$ cat src/rtl/uart_apb_master_if.sv
// Bus bundle for uart_apb_master: APB master signals plus the TX (s_*) and RX (m_*) byte streams.
// Streams use valid/ready: a byte moves on a rising edge where valid & ready are both 1; the sender holds valid and data stable until then.
interface uart_apb_master_if #(
  parameter int ADDR_WIDTH = 4,
  parameter int DATA_WIDTH = 8
);
  logic [ADDR_WIDTH-1:0] paddr;
  logic                  pselx;
  logic                  penable;
  logic                  pwrite;
  logic [DATA_WIDTH-1:0] pwdata;
  logic                  pready;
  logic [DATA_WIDTH-1:0] prdata;
  logic                  pslverr;

  logic                  s_valid;
  logic                  s_ready;
  logic [DATA_WIDTH-1:0] s_data;

  logic                  m_valid;
  logic                  m_ready;
  logic [DATA_WIDTH-1:0] m_data;

  modport master (
    output paddr, pselx, penable, pwrite, pwdata,
    input  pready, prdata, pslverr,
    input  s_valid, s_data,
    output s_ready,
    output m_valid, m_data,
    input  m_ready
  );

  modport slave (
    input  paddr, pselx, penable, pwrite, pwdata,
    output pready, prdata, pslverr,
    output s_valid, s_data,
    input  s_ready,
    input  m_valid, m_data,
    output m_ready
  );
endinterface

$ cat src/rtl/uart_apb_master.sv
// APB master bridging a TX byte stream to a UART TX register and RX register reads to an RX byte stream.
// Optional pready timeout enabled by defining UART_APB_MASTER_TIMEOUT_EN.
module uart_apb_master #(
  parameter int                    ADDR_WIDTH     = 4,
  parameter int                    DATA_WIDTH     = 8,
  parameter logic [ADDR_WIDTH-1:0] TX_ADDR        = 4'h0,
  parameter logic [ADDR_WIDTH-1:0] RX_ADDR        = 4'h1,
  parameter int                    TIMEOUT_CYCLES = 16
) (
  input  logic                pclk,
  input  logic                prst,
  input  logic                uart_irq,
  uart_apb_master_if.master   bus,
  output logic                err,
  output logic [1:0]          o_dbg_state
);

  typedef enum logic [1:0] {
    IDLE   = 2'd0,
    SETUP  = 2'd1,
    ACCESS = 2'd2
  } state_t;

  state_t                r_state;
  state_t                w_next;
  logic [ADDR_WIDTH-1:0] r_paddr;
  logic                  r_pwrite;
  logic [DATA_WIDTH-1:0] r_pwdata;
  logic [DATA_WIDTH-1:0] r_m_data;
  logic                  r_m_valid;
  logic                  r_err;
  logic                  w_start_rd;
  logic                  w_start_wr;
  logic                  w_done;
  logic                  w_tmo;
  logic                  w_tmo_hit;
  logic                  w_s_ready;

`ifdef UART_APB_MASTER_TIMEOUT_EN
  localparam int CNT_W = $clog2(TIMEOUT_CYCLES + 1);
  logic [CNT_W-1:0] r_tmo_cnt;

  // Hit on the last allowed ACCESS cycle, so a stalled slave sees exactly TIMEOUT_CYCLES of them.
  assign w_tmo_hit = (r_tmo_cnt == CNT_W'(TIMEOUT_CYCLES - 1));

  always_ff @(posedge pclk) begin
    if (prst) begin
      r_tmo_cnt <= '0;
    end else if (w_start_rd || w_start_wr) begin
      r_tmo_cnt <= '0;
    end else if (r_state == ACCESS) begin
      r_tmo_cnt <= r_tmo_cnt + CNT_W'(1);
    end
  end
`else
  logic w_unused_tmo;
  assign w_tmo_hit    = 1'b0;
  assign w_unused_tmo = (TIMEOUT_CYCLES == 0);
`endif

  always_comb begin
    w_next     = r_state;
    w_start_rd = 1'b0;
    w_start_wr = 1'b0;
    w_done     = 1'b0;
    w_tmo      = 1'b0;
    case (r_state)
      IDLE: begin
        // A pending RX byte wins, but only if the previous one has been taken.
        if (uart_irq && !r_m_valid) begin
          w_start_rd = 1'b1;
          w_next     = SETUP;
        end else if (bus.s_valid) begin
          w_start_wr = 1'b1;
          w_next     = SETUP;
        end
      end
      SETUP: w_next = ACCESS;
      ACCESS: begin
        if (bus.pready) begin
          w_done = 1'b1;
          w_next = IDLE;
        end else if (w_tmo_hit) begin
          w_tmo  = 1'b1;
          w_next = IDLE;
        end
      end
      default: w_next = IDLE;
    endcase
  end

  assign w_s_ready = (r_state == IDLE) && !prst && !(uart_irq && !r_m_valid);

  always_ff @(posedge pclk) begin
    if (prst) begin
      r_state   <= IDLE;
      r_paddr   <= '0;
      r_pwrite  <= 1'b0;
      r_pwdata  <= '0;
      r_m_valid <= 1'b0;
      r_m_data  <= '0;
      r_err     <= 1'b0;
    end else begin
      r_state <= w_next;
      r_err   <= (w_done && bus.pslverr) || w_tmo;
      if (w_start_rd) begin
        r_paddr  <= RX_ADDR;
        r_pwrite <= 1'b0;
      end else if (w_start_wr) begin
        r_paddr  <= TX_ADDR;
        r_pwrite <= 1'b1;
        r_pwdata <= bus.s_data;
      end
      if (r_m_valid && bus.m_ready) begin
        r_m_valid <= 1'b0;
      end else if (w_done && !r_pwrite && !bus.pslverr) begin
        r_m_valid <= 1'b1;
        r_m_data  <= bus.prdata;
      end
    end
  end

  assign bus.pselx   = (r_state != IDLE);
  assign bus.penable = (r_state == ACCESS);
  assign bus.paddr   = r_paddr;
  assign bus.pwrite  = r_pwrite;
  assign bus.pwdata  = r_pwdata;
  assign bus.s_ready = w_s_ready;
  assign bus.m_valid = r_m_valid;
  assign bus.m_data  = r_m_data;
  assign err         = r_err;
  assign o_dbg_state = r_state;

endmodule

$ cat src/flat_wrapper.sv
// flat-port wrapper written by rule: the top's interface ports become plain ports
module uart_apb_master_flat 
#(
  parameter int                    ADDR_WIDTH     = 4,
  parameter int                    DATA_WIDTH     = 8,
  parameter logic [ADDR_WIDTH-1:0] TX_ADDR        = 4'h0,
  parameter logic [ADDR_WIDTH-1:0] RX_ADDR        = 4'h1,
  parameter int                    TIMEOUT_CYCLES = 16
)
  (pclk, prst, uart_irq, err, o_dbg_state, bus_paddr, bus_pselx, bus_penable, bus_pwrite, bus_pwdata, bus_pready, bus_prdata, bus_pslverr, bus_s_valid, bus_s_data, bus_s_ready, bus_m_valid, bus_m_data, bus_m_ready);
  uart_apb_master_if #(.ADDR_WIDTH(ADDR_WIDTH), .DATA_WIDTH(DATA_WIDTH)) bus_i ();
  input  logic pclk;
  input  logic prst;
  input  logic uart_irq;
  output logic err;
  output logic [1:0] o_dbg_state;
  output wire logic [$bits(bus_i.paddr)-1:0] bus_paddr;
  output wire logic [$bits(bus_i.pselx)-1:0] bus_pselx;
  output wire logic [$bits(bus_i.penable)-1:0] bus_penable;
  output wire logic [$bits(bus_i.pwrite)-1:0] bus_pwrite;
  output wire logic [$bits(bus_i.pwdata)-1:0] bus_pwdata;
  input wire logic [$bits(bus_i.pready)-1:0] bus_pready;
  input wire logic [$bits(bus_i.prdata)-1:0] bus_prdata;
  input wire logic [$bits(bus_i.pslverr)-1:0] bus_pslverr;
  input wire logic [$bits(bus_i.s_valid)-1:0] bus_s_valid;
  input wire logic [$bits(bus_i.s_data)-1:0] bus_s_data;
  output wire logic [$bits(bus_i.s_ready)-1:0] bus_s_ready;
  output wire logic [$bits(bus_i.m_valid)-1:0] bus_m_valid;
  output wire logic [$bits(bus_i.m_data)-1:0] bus_m_data;
  input wire logic [$bits(bus_i.m_ready)-1:0] bus_m_ready;
  assign bus_paddr = bus_i.paddr;
  assign bus_pselx = bus_i.pselx;
  assign bus_penable = bus_i.penable;
  assign bus_pwrite = bus_i.pwrite;
  assign bus_pwdata = bus_i.pwdata;
  assign bus_i.pready = bus_pready;
  assign bus_i.prdata = bus_prdata;
  assign bus_i.pslverr = bus_pslverr;
  assign bus_i.s_valid = bus_s_valid;
  assign bus_i.s_data = bus_s_data;
  assign bus_s_ready = bus_i.s_ready;
  assign bus_m_valid = bus_i.m_valid;
  assign bus_m_data = bus_i.m_data;
  assign bus_i.m_ready = bus_m_ready;
  uart_apb_master #(.ADDR_WIDTH(ADDR_WIDTH), .DATA_WIDTH(DATA_WIDTH), .TX_ADDR(TX_ADDR), .RX_ADDR(RX_ADDR), .TIMEOUT_CYCLES(TIMEOUT_CYCLES)) u_core (.pclk(pclk), .prst(prst), .uart_irq(uart_irq), .bus(bus_i), .err(err), .o_dbg_state(o_dbg_state));
endmodule
$ cat config.mk
export PLATFORM = sky130hd
export DESIGN_NAME = uart_apb_master_flat
export DESIGN_NICKNAME = d
export VERILOG_FILES = /design/src/rtl/uart_apb_master_if.sv /design/src/rtl/uart_apb_master.sv /design/src/flat_wrapper.sv
export SDC_FILE = /design/constraint.sdc
export NUM_CORES = 1
export LEC_CHECK = 0
export BUFFER_PORTS_ARGS = -buffer_cell sky130_fd_sc_hd__buf_2
export CORE_ASPECT_RATIO = 0.9
export CORE_MARGIN = 1
export CORE_UTILIZATION = 47
export DETAILED_ROUTE_END_ITERATION = 12
export PLACE_DENSITY = 0.82
export REMOVE_ABC_BUFFERS = 1
export SLEW_MARGIN = 20
export SYNTH_ARGS = -nofsm -noshare
export SYNTH_HDL_FRONTEND = slang
export SYNTH_SLANG_ARGS = --single-unit
$ cat constraint.sdc
create_clock -name pclk -period 2.2 [get_ports pclk]
set_input_delay 0 -clock pclk [delete_from_list [all_inputs] [get_ports pclk]]
set_output_delay 0 -clock pclk [all_outputs]
set_load 0.005 [all_outputs]
==> summary.md <==
| Metric | Value |
|---|---|
| Worst skew pair latency | 290 ps |
| I/O Buffers | 47 |
| Critical Path RT | between 2000 and 2500 ps |
| Final worst path period share | about three quarters |
| Filler cells | 167 |
| Initial Utilization | approximately 51% |
| Width of the chip | a little over 50 µm |
| Total CTS buffers | 3 |
| Syn Area/Cell | a little under 10 µm² |
| H-tree lvl count | 1 |
| Crit path DAT | between 1500 and 2000 ps |
| RSZ-0062 raised after global routing | false |
| Startpoint Class | register |
| Minimum clock period | ~1700 ps |
| Actual slew at the worst max-slew pin | just under 800 ps |
| Crit path kind | reg -> reg |
| Initial antenna violation count | 0 |
| Post-layout util | around three quarters |
| First-pass GRT wire length | 3080 µm |
| Height of the chip | 46.1 µm |
| Pre-CTS setup slack | 576 ps |
| Max stage delay on crit path | 740 ps |
| Die footprint | roughly 2300 µm² |
| Antenna Diode Count | 0 |
| Element type at the critical path end | register |
| CP Cell Sequence | nand3b_4 -> a2111oi_4 -> mux2i_1 |
| Seq/Total Area, Yosys | between 40% and 50% |
| Initial DRC count | 8 |
| Final Total Pwr | around 0.74 mW |
| Cell family with most CP delay | compound AO/OA/AOI/OAI gates |
| Core ar. | 1970 µm² |
| Boundary pin count | 51 |
| DRC violations left | 0 |
| Reg2Reg Launch Point | u_core.o_dbg_state[1] |
| Number of setup violations in the final report | 0 |
| Post-route setup TNS | 0 ps |
| GPL Wtd Cong | around 0.64 |
| Clock Path Buffers | 2 |
| Fmax | between 0.6 and 0.7 GHz |
| Rows | 15 |
| GRT Total Usage | 18.2% |
| Worst Skew | ~2.9 ps |
| Grt ovf | 0 |
| Root Buffer | clkbuf_4 |
| Critical Path Fanout Max | 8 |
| Flops & latches, synth | 22 |
| Post-CTS Setup Repair Bufs | 0 |
| Mapped cell area | just over 1000 µm² |
| Wire length per cell | ~11 µm |
| Total number of vias | 863 |
| Worst-path clk slew | around 110 ps |
| Vias in the first global route | ~760 |
| Hold Path Class | in -> reg |
| Worst path bufs/invs | 0 |
| Hold Crit Start | bus_m_ready |
| Drt first pass iters | 4 |
| CTS sink cnt | 22 |
| Vias per cell | 4.57 |
| Max VDD drop | 0.000403 V |
| Slew headroom | approximately 49% |
| Max-slew violations | 0 |
| Fin. Hold Viols | 0 |
| Half-perimeter wire length after placement | ~1400 µm |
| Area Growth Syn to Fin | 42.8% |
| Routed WL | 2070 µm |
| Power Density | 508 nW/µm² |
| Critical-path top delay cell | a2111oi_4 |
| Largest net degree at the start of global routing | 40 |
| Syn. warnings | 0 |
| Worst setup startpoint | u_core.o_dbg_state[1] |
| Fraction of final layout cells sized beyond drive strength 1 | between 30% and 40% |
| Final WS setup | roughly 540 ps |
| CTS tree | done |
| Nets | approximately 190 |
| Mapped Cells | approximately 100 |
| Post-synth cell types | 22 |
| Hold_ws | 31.4 ps |
| LEAKAGE | between 0.6 and 0.7 nW |
| # Max-Cap Violations | 0 |
| Final ANT Viol Nets | 0 |
| Status | finished clean |
-- cell type report --
| class | count | area (µm²) | share of cell area, % |
|---|---|---|---|
| inverters | 2 | 7.51 | 0.519 |
| flip-flops and latches | 22 | 440 | 30.4 |
| well taps | 25 | 31.3 | 2.16 |
| clock buffers | 3 | 22.5 | 1.56 |
| multi-input cells | 72 | 531 | 36.6 |
| repair buffers | 65 | 415 | 28.7 |
-- flip-flops by register name, summed over array words and instances (netlist names) --
| register | cells |
|---|---|
| u_core.bus.m_data | 8 |
| u_core.bus.m_valid | 1 |
| u_core.bus.paddr | 1 |
| u_core.bus.pwdata | 8 |
| u_core.bus.pwrite | 1 |
| u_core.err | 1 |
| u_core.o_dbg_state | 2 |
-- path summary, 6_finish.rpt --
kind / end / slack, ps / cells after the start
min reg2reg: u_core.bus.m_data[1] / 480 / 2
max: u_core.bus.m_data[0] / 540 / 3
min: u_core.bus.m_valid / 30 / 3
max reg2reg: u_core.bus.m_data[0] / 540 / 3
-- stage by stage --
step / area, µm² / cells
finish: 1450 / 189
global route: 1450 / 189
CTS: 1450 / 189
detailed placement: 1240 / 168
global placement: 1240 / 168
floorplan: 978 / 96
-- layer usage --
metal  vias to the layer above  wire length, µm  global-route usage (%)
li1                        451                -                       -
met1                       384              882                    19.3
met2                        26             1060                    35.3
met3                         2              108                    4.29
met4                         0               11                    6.67
met5                         -                0                       0
-- cells in the final DEF, fill, tap and decap left out, types with 2 or more instances in the layout --
master,instances
a21oi_1,2
mux2i_1,16
dfxtp_1,22
nor2_1,5
clkbuf_4,3
dlygate4sd3_1,18
nand2b_1,34
conb_1,3
inv_1,2
buf_2,47
-- cells by family after synthesis --
group	count (synthesis)	share of synthesized area (%)
multiplexers	16	15.8
AO/OA/AOI/OAI	5	5.43
flip-flops	22	43.5
AND/OR/NAND/NOR	48	30.0
other	1	0.370
buffers and inverters	10	4.94
-- report_power, final --
part | total [mW] | switching (mW) | internal (mW)
sequential | 0.428 | 0.0129 | 0.415
combinational | 0.136 | 0.0542 | 0.0822
clock | 0.171 | 0.108 | 0.0636
-- worst reg2reg max path, delay by kind of cell (launching register included) --
kind             cells  cell delay [ps]
AO/OA/AOI/OAI        1              740
flip-flops           1              460
multiplexers         1              270
AND/OR/NAND/NOR      1              120
-- repair_timing --
action | in CTS | in global routing
hold buffers | 18 | 0
endpoints found under the setup margin | 0 | 0
gates resized for setup | 0 | 0
endpoints found under the hold margin | 17 | 0
-- synth_stat cells --
cell type | instances | area share [%]
a2111oi_4 | 1 | 2.7
clkbuf_1 | 4 | 1.5
or4_1 | 1 | 0.74
nor4b_1 | 1 | 0.86
conb_1 | 1 | 0.37
nor2b_1 | 1 | 0.62
buf_4 | 3 | 2.2
nor3_1 | 1 | 0.49
nand2b_1 | 34 | 21
nand2_1 | 1 | 0.37
mux2i_1 | 16 | 16
o21ba_2 | 1 | 0.99
nand3b_4 | 1 | 2.0
inv_1 | 2 | 0.74
dfxtp_1 | 22 | 43
a21oi_1 | 2 | 0.99
o21a_1 | 1 | 0.74
and2b_1 | 1 | 0.74
buf_2 | 1 | 0.49
nor2_1 | 5 | 1.9
and3_1 | 1 | 0.62
nor3b_1 | 1 | 0.74
Note: power is estimated with default switching activity, not from simulation.
